===== src/rtl/sigmoid_neuron_mac_if.sv =====
// Beat/result handshake bundle between a neuron MAC and its neighbours.
// The master drives beats and accepts results; the slave is the MAC itself.
interface sigmoid_neuron_mac_if #(parameter int DATA_W = 8);
  logic              in_valid;
  logic              in_ready;
  logic [DATA_W-1:0] x;
  logic [DATA_W-1:0] w;
  logic [DATA_W-1:0] bias;
  logic              out_valid;
  logic              out_ready;
  logic [DATA_W-1:0] z_value;
  logic              sat;

  modport master (output in_valid, x, w, bias, out_ready,
                  input  in_ready, out_valid, z_value, sat);
  modport slave  (input  in_valid, x, w, bias, out_ready,
                  output in_ready, out_valid, z_value, sat);
endinterface


===== src/rtl/sigmoid_neuron_mac.sv =====
// Time-shared multiply-accumulate front end of one sigmoid neuron, Q4.4 in and out.
// Optional SIGMOID_NEURON_MAC_ROUND_EN: round half up before saturation instead of truncating.
module sigmoid_neuron_mac #(
  parameter int N_INPUTS = 4,
  parameter int DATA_W   = 8,
  parameter int FRAC_W   = 4,
  parameter int ACC_W    = 20
) (
  input  logic clk,
  input  logic rst_n,
  sigmoid_neuron_mac_if.slave bus
);
  localparam int CNT_W = (N_INPUTS > 1) ? $clog2(N_INPUTS) : 1;
  localparam logic signed [ACC_W-1:0] R_MAX = ACC_W'((2 ** (DATA_W-1)) - 1);
  localparam logic signed [ACC_W-1:0] R_MIN = -ACC_W'(2 ** (DATA_W-1));

  typedef enum logic [1:0] {S_ACC, S_FIN, S_OUT} state_t;

  state_t                    state, state_nxt;
  logic [CNT_W-1:0]          cnt;
  logic signed [ACC_W-1:0]   acc;
  logic signed [2*DATA_W-1:0] prod;
  logic signed [ACC_W-1:0]   prod_ext, bias_ext, r;
  logic                      beat, last;

  assign beat     = bus.in_valid && (state == S_ACC);
  assign last     = (cnt == CNT_W'(N_INPUTS - 1));
  assign prod     = $signed(bus.x) * $signed(bus.w);
  assign prod_ext = {{(ACC_W-2*DATA_W){prod[2*DATA_W-1]}}, prod};
  assign bias_ext = {{(ACC_W-DATA_W){bus.bias[DATA_W-1]}}, bus.bias} <<< FRAC_W;

`ifdef SIGMOID_NEURON_MAC_ROUND_EN
  assign r = (acc + ACC_W'(2 ** (FRAC_W-1))) >>> FRAC_W;
`else
  assign r = acc >>> FRAC_W;
`endif

  always_ff @(posedge clk or negedge rst_n) begin
    if (!rst_n) state <= S_ACC;
    else        state <= state_nxt;
  end

  always_comb begin
    state_nxt = state;
    case (state)
      S_ACC:   if (beat && last) state_nxt = S_FIN;
      S_FIN:   state_nxt = S_OUT;
      S_OUT:   if (bus.out_ready) state_nxt = S_ACC;
      default: state_nxt = S_ACC;
    endcase
  end

  always_comb begin
    bus.in_ready  = (state == S_ACC);
    bus.out_valid = (state == S_OUT);
  end

  // Bias is folded into the first beat's sum, so it needs no register of its own.
  always_ff @(posedge clk or negedge rst_n) begin
    if (!rst_n) begin
      cnt         <= '0;
      acc         <= '0;
      bus.z_value <= '0;
      bus.sat     <= 1'b0;
    end else begin
      case (state)
        S_ACC: if (beat) begin
          acc <= (cnt == '0) ? bias_ext + prod_ext : acc + prod_ext;
          cnt <= last ? '0 : cnt + CNT_W'(1);
        end
        S_FIN: begin
          if (r > R_MAX) begin
            bus.z_value <= {1'b0, {(DATA_W-1){1'b1}}};
            bus.sat     <= 1'b1;
          end else if (r < R_MIN) begin
            bus.z_value <= {1'b1, {(DATA_W-1){1'b0}}};
            bus.sat     <= 1'b1;
          end else begin
            bus.z_value <= r[DATA_W-1:0];
            bus.sat     <= 1'b0;
          end
        end
        S_OUT: if (bus.out_ready) acc <= '0;
        default: ;
      endcase
    end
  end
endmodule


===== src/flat_wrapper.sv =====
// flat-port wrapper written by rule: the top's interface ports become plain ports
module sigmoid_neuron_mac_flat 
#(
  parameter int N_INPUTS = 4,
  parameter int DATA_W   = 8,
  parameter int FRAC_W   = 4,
  parameter int ACC_W    = 20
)
  (clk, rst_n, bus_in_valid, bus_x, bus_w, bus_bias, bus_out_ready, bus_in_ready, bus_out_valid, bus_z_value, bus_sat);
  sigmoid_neuron_mac_if #(.DATA_W(DATA_W)) bus_i ();
  input  logic clk;
  input  logic rst_n;
  input wire logic [$bits(bus_i.in_valid)-1:0] bus_in_valid;
  input wire logic [$bits(bus_i.x)-1:0] bus_x;
  input wire logic [$bits(bus_i.w)-1:0] bus_w;
  input wire logic [$bits(bus_i.bias)-1:0] bus_bias;
  input wire logic [$bits(bus_i.out_ready)-1:0] bus_out_ready;
  output wire logic [$bits(bus_i.in_ready)-1:0] bus_in_ready;
  output wire logic [$bits(bus_i.out_valid)-1:0] bus_out_valid;
  output wire logic [$bits(bus_i.z_value)-1:0] bus_z_value;
  output wire logic [$bits(bus_i.sat)-1:0] bus_sat;
  assign bus_i.in_valid = bus_in_valid;
  assign bus_i.x = bus_x;
  assign bus_i.w = bus_w;
  assign bus_i.bias = bus_bias;
  assign bus_i.out_ready = bus_out_ready;
  assign bus_in_ready = bus_i.in_ready;
  assign bus_out_valid = bus_i.out_valid;
  assign bus_z_value = bus_i.z_value;
  assign bus_sat = bus_i.sat;
  sigmoid_neuron_mac #(.N_INPUTS(N_INPUTS), .DATA_W(DATA_W), .FRAC_W(FRAC_W), .ACC_W(ACC_W)) u_core (.clk(clk), .rst_n(rst_n), .bus(bus_i));
endmodule

===== config.mk =====
export PLATFORM = sky130hd
export DESIGN_NAME = sigmoid_neuron_mac_flat
export DESIGN_NICKNAME = d
export VERILOG_FILES = /design/src/rtl/sigmoid_neuron_mac_if.sv /design/src/rtl/sigmoid_neuron_mac.sv /design/src/flat_wrapper.sv
export SDC_FILE = /design/constraint.sdc
export NUM_CORES = 1
export LEC_CHECK = 0
export CAP_MARGIN = 25
export CORE_ASPECT_RATIO = 1.4
export CORE_MARGIN = 4
export CORE_UTILIZATION = 62
export CTS_BUF_LIST = sky130_fd_sc_hd__clkbuf_8
export CTS_CLUSTER_SIZE = 30
export DETAILED_ROUTE_END_ITERATION = 8
export PLACE_DENSITY = 0.81
export SETUP_SLACK_MARGIN = 0.02
export SLEW_MARGIN = 0
export SYNTH_ARGS = -nofsm -noshare
export SYNTH_HDL_FRONTEND = slang
export SYNTH_SLANG_ARGS = --single-unit

===== constraint.sdc =====
create_clock -name clk -period 2.55 [get_ports clk]
set_clock_uncertainty 0.05 [all_clocks]
set_input_delay 0.51 -clock clk [delete_from_list [all_inputs] [get_ports clk]]
set_output_delay 0.51 -clock clk [all_outputs]
set_load 0.02 [all_outputs]

==> out/results.tsv, run 1 <==
metric	value	unit
outcome	stopped before the end	
stop_stage	global routing	
firstError	[ERROR GRT-0232] Routing congestion too high. Check the congestion heatmap in the GUI.	
globalplace.congestion	0.982	
post-dp-hpwl	14.5	mm
synth_top_family_by_area	adder cells	
std_cell_rows	40	
die_x	87.4	microns
io_pins	39	
syn_nets	787	
clockBufferDepth	2	
start_util	63.6	%
syn_area	5470	sq um
worst-ep-kind	register data pin	
htreeDepth	2	
synth_xor_area_share	5.28	%
crit_endpoint	u_core.acc[18]$_DFFE_PN0P_/D	
cts-buffers-inserted	5	
synth-simple-area-share	17.8	%
synthMuxAreaShare	0.983	%
cts-hold-fix-buffers	0	
ys.flop_type	dfrtp_1	
syn_inst	639	
synthAdderAreaFrac	35.2	%
grt_use_total	97.6	%
numPortBuffers	38	
clkSinkCount	33	
synth_area_per_cell	8.57	sq um
synthArstFlopShare	100	%
seq_area_frac_synth	15.1	%
grt_max_degree	34	
grt_overflow	1000	
synth_cell_types	58	
synth_edf_count	0	
clockRootBuffer	clkbuf_8	
synth_compound_area_share	17.8	%
yosys_warnings	0	
synth_seq_cells	33	
die_h	119	microns
==> per-stage QoR <==
step | setup slack, ns | cells | cell area (sq um)
2_1_floorplan | -3.01 | 639 | 6000
3_3_place_gp | -3.76 | 902 | 7430
3_5_place_dp | -4.03 | 902 | 7430
4_1_cts | -3.08 | 924 | 8010
==> cell usage after synthesis (all sizes together) (5+ instances only) <==
| cell | instances | area (sq um) |
|---|---|---|
| nor2b | 11 | 68.8 |
| xor2 | 9 | 78.8 |
| dfrtp | 33 | 826 |
| and2 | 46 | 288 |
| fa | 57 | 1140 |
| or3 | 7 | 48.8 |
| nor3 | 12 | 60.1 |
| inv | 107 | 402 |
| o21a | 6 | 45.0 |
| o21ai | 53 | 265 |
| a211oi | 5 | 37.5 |
| nor2 | 22 | 92.6 |
| nand4 | 5 | 31.3 |
| nand2b | 6 | 37.5 |
| clkbuf | 7 | 26.3 |
| ha | 63 | 788 |
| nand2 | 56 | 218 |
| a21oi | 27 | 139 |
| o31ai | 5 | 37.5 |
| a21o | 15 | 113 |
| xnor2 | 24 | 210 |
| o211ai | 7 | 52.6 |
| nor4 | 5 | 31.3 |
| nand3 | 5 | 25.0 |
==> metal layers <==
metal  GRT usage, %  overflow
met5           10.2         1
met3           68.6         6
met1           86.2         3
met4            107       198
met2            132       792
==> logic make-up after synthesis <==
logic type,count (synthesis)
and+or+nand+nor,185
AOI/OAI and AO/OA,149
adders and majority gates,120
buffers and inverters,114
xor gates and xnor gates,33
DFF,33
muxes,5
==> what timing repair did <==
| action | 4_1_cts |
|---|---|
| endpoints found under the hold margin | 0 |
| gates resized for setup | 164 |
| buffers inserted | 14 |
| endpoints found under the setup margin | 18 |
| pin swaps | 58 |
==> run 2: changes to the inputs <==
CORE_ASPECT_RATIO = not set   (was 1.4)
CORE_UTILIZATION = 40   (was 62)
CTS_BUF_LIST = not set   (was sky130_fd_sc_hd__clkbuf_8)
CTS_CLUSTER_SIZE = not set   (was 30)
PLACE_DENSITY = not set   (was 0.81)
PLACE_DENSITY_LB_ADDON = 0.15   (was not set)
SETUP_SLACK_MARGIN = not set   (was 0.02)
==> run 2 against run 1 <==
  * The flow now finishes, with violations (setup timing)
  * Area after synthesis did not move
  * Synthesized cell count unchanged
==> out/results.tsv, run 2 <==
metric	value	unit
synth_top_area_share	20.8	%
synth_common_cells	107 x inv_1, 63 x ha_1, 57 x fa_1	
synthTopCellsByArea	fa_1 21%, dfrtp_1 15%, ha_1 14%	
largest_reg_flops	20	
met2_usage	36.8	%
area_growth	59.9	%
wl_per_cell	15.9	microns
grt_use_total	21.2	%
synthMuxAreaShare	0.983	%
vias_per_cell	5.18	
numPortBuffers	38	
cts_tree	built	
post-synth-top-area-cell	fa_1	
first_global_vias	5665	
syn_area	5470	sq um
grt_max_degree	34	
outcome	finished, violations left	
maxCapViolations	0	
remaining_drc_errors	0	
die_x	125	microns
post-dp-hpwl	12.6	mm
hold_path_class	flop to flop	
synth_edf_count	0	
path_max_fanout	4	
seqCellArea	826	sq um
drt-initial-drc-count	219	
synthArstFlopShare	100	%
ys.flop_type	dfrtp_1	
max_slew_margin	61.3	%
die_area	15600	sq um
worst_slew_pin_slew	0.581	ns
finalWirelength	16.2	mm
yosys_warnings	0	
synth_xor_area_share	5.28	%
critPathLaunchType	primary input	
min_period	5.67	ns
clock.fmax	176	MHz
postRouteAntennaNets	0	
synth_top_family_by_area	adder cells	
start_util	41.0	%
setup_viol_count_final	17	
htreeDepth	2	
num_antenna_cells	0	
core	13300	sq um
synth_cell_types	58	
drive_above_1_share	44.8	%
met3_usage	2.26	%
cts.reportedPaths.clkPinSlew	0.06	ns
globalplace.congestion	0.925	
registers.top_by_ff_count	u_core.acc	
grt_overflow	0	
clk_latency	0.28	ns
n_fill_cell	1086	
vias	5282	
multiInputGateArea	5420	sq um
cts-buffers-inserted	5	
mostFrequentLayoutCells	143 x buf_4, 84 x inv_1, 52 x fa_1	
cts-hold-fix-buffers	0	
setup.worst_path.class	primary input to flop	
synth_compound_area_share	17.8	%
drv_slew	0	
synth_area_per_cell	8.57	sq um
clockRootBuffer	clkbuf_16	
mostFrequentLayoutCell	buf_4	
syn_inst	639	
seq_area_frac_synth	15.1	%
grt_pass1_wl	27.6	mm
die_h	125	microns
met1_usage	28.9	%
whs	0.429	ns
crit_path_end_kind	flop	
std_cell_rows	42	
dr.pass1.iters	6	
antenna_found_initial	0	
fin_crit_sh	223	%
violations	setup timing	
synth-simple-area-share	17.8	%
synth_seq_cells	33	
required	2.72	ns
grt.busiest_layer	met2	
finalHoldViolations	0	
grt_setup_unrepaired	true	
crit_arrival	5.85	ns
pre_cts_slack	-4.00	ns
clockBufferDepth	2	
syn_nets	787	
synthAdderAreaFrac	35.2	%
clkSinkCount	33	
setup_ws	-3.12	ns
yosysMostFrequentCell	inv_1	
fin_nets	991	
io_pins	39	
top_regs	u_core.acc (20), u_core.bus.z_value (8)	
==> run 2: kinds of logic (layout without fill, tap and decap cells) <==
group,Yosys count,count (layout)
AOI/OAI and AO/OA,149,149
xor gates and xnor gates,33,33
and+or+nand+nor,185,185
adders and majority gates,120,120
DFF,33,33
buffers and inverters,114,319
muxes,5,5
==> run 2: worst paths after layout <==
check / cells after the start / slack (ns) / start / endpoint
min: 2 / 0.43 / u_core.bus.z_value[5] / u_core.bus.z_value[5]
max: 25 / -3.12 / bus_w[0] / u_core.acc[19]
min in group asynchronous: 2 / 0.60 / rst_n / u_core.state[0]
max in group asynchronous: 2 / 1.52 / rst_n / u_core.acc[16]
max reg2reg: 10 / -0.03 / u_core.acc[0] / u_core.acc[19]
min reg2reg: 2 / 0.43 / u_core.bus.z_value[5] / u_core.bus.z_value[5]
==> run 2: what timing repair did <==
action,CTS,global route
buffers inserted,23,8
pin swaps,105,60
endpoints found under the setup margin,18,18
endpoints found under the hold margin,0,0
cloned,0,0
gates resized for setup,191,55
==> run 2: critical path, cell delays in order <==
cell	delay (ns)
buf_8	0.10
and2_4	0.16
fa_1	0.55
inv_2	0.04
fa_1	0.49
inv_2	0.04
fa_1	0.54
inv_2	0.04
fa_1	0.54
inv_2	0.04
ha_4	0.23
a21oi_4	0.16
o21bai_1	0.09
a21oi_2	0.21
o21ai_4	0.11
nand4_1	0.12
o311ai_4	0.13
buf_4	0.18
ha_4	0.15
nand2b_4	0.14
or3_4	0.39
a311oi_4	0.38
o211ai_1	0.16
mux2_4	0.28
nand3_2	0.05
==> run 2: metal layers <==
| layer | wire length (microns) | up-vias |
|---|---|---|
| met2 | 8110 | 65 |
| li1 | - | 2563 |
| met4 | 307 | 0 |
| met5 | 0 | - |
| met3 | 390 | 21 |
| met1 | 7400 | 2633 |
==> run 2: layout make-up <==
| class | instances | share of cell area (%) |
|---|---|---|
| multi-input combinational | 492 | 61.9 |
| timing repair buffer | 204 | 19.9 |
| sequential | 33 | 9.44 |
| inverter | 107 | 4.62 |
| tap | 176 | 2.52 |
| clock buffer | 5 | 1.43 |
| clock inverter | 3 | 0.200 |
==> run 2: metrics by stage <==
step           setup TNS (ns)  instance area [sq um]  std cells  utilization (%)
2_1_floorplan          -34.62                   6000        639                -
3_3_place_gp           -52.69                   7610        984             57.0
3_5_place_dp           -53.97                   7610        984             57.0
4_1_cts                -37.99                   8390       1012             62.9
5_1_grt                -41.62                   8750       1020             65.6
6_report               -39.21                   8750       1020             65.6
Power of run 2 is not shown: default switching activity piles up to over one toggle a cycle in this logic, so the estimate is an artifact.
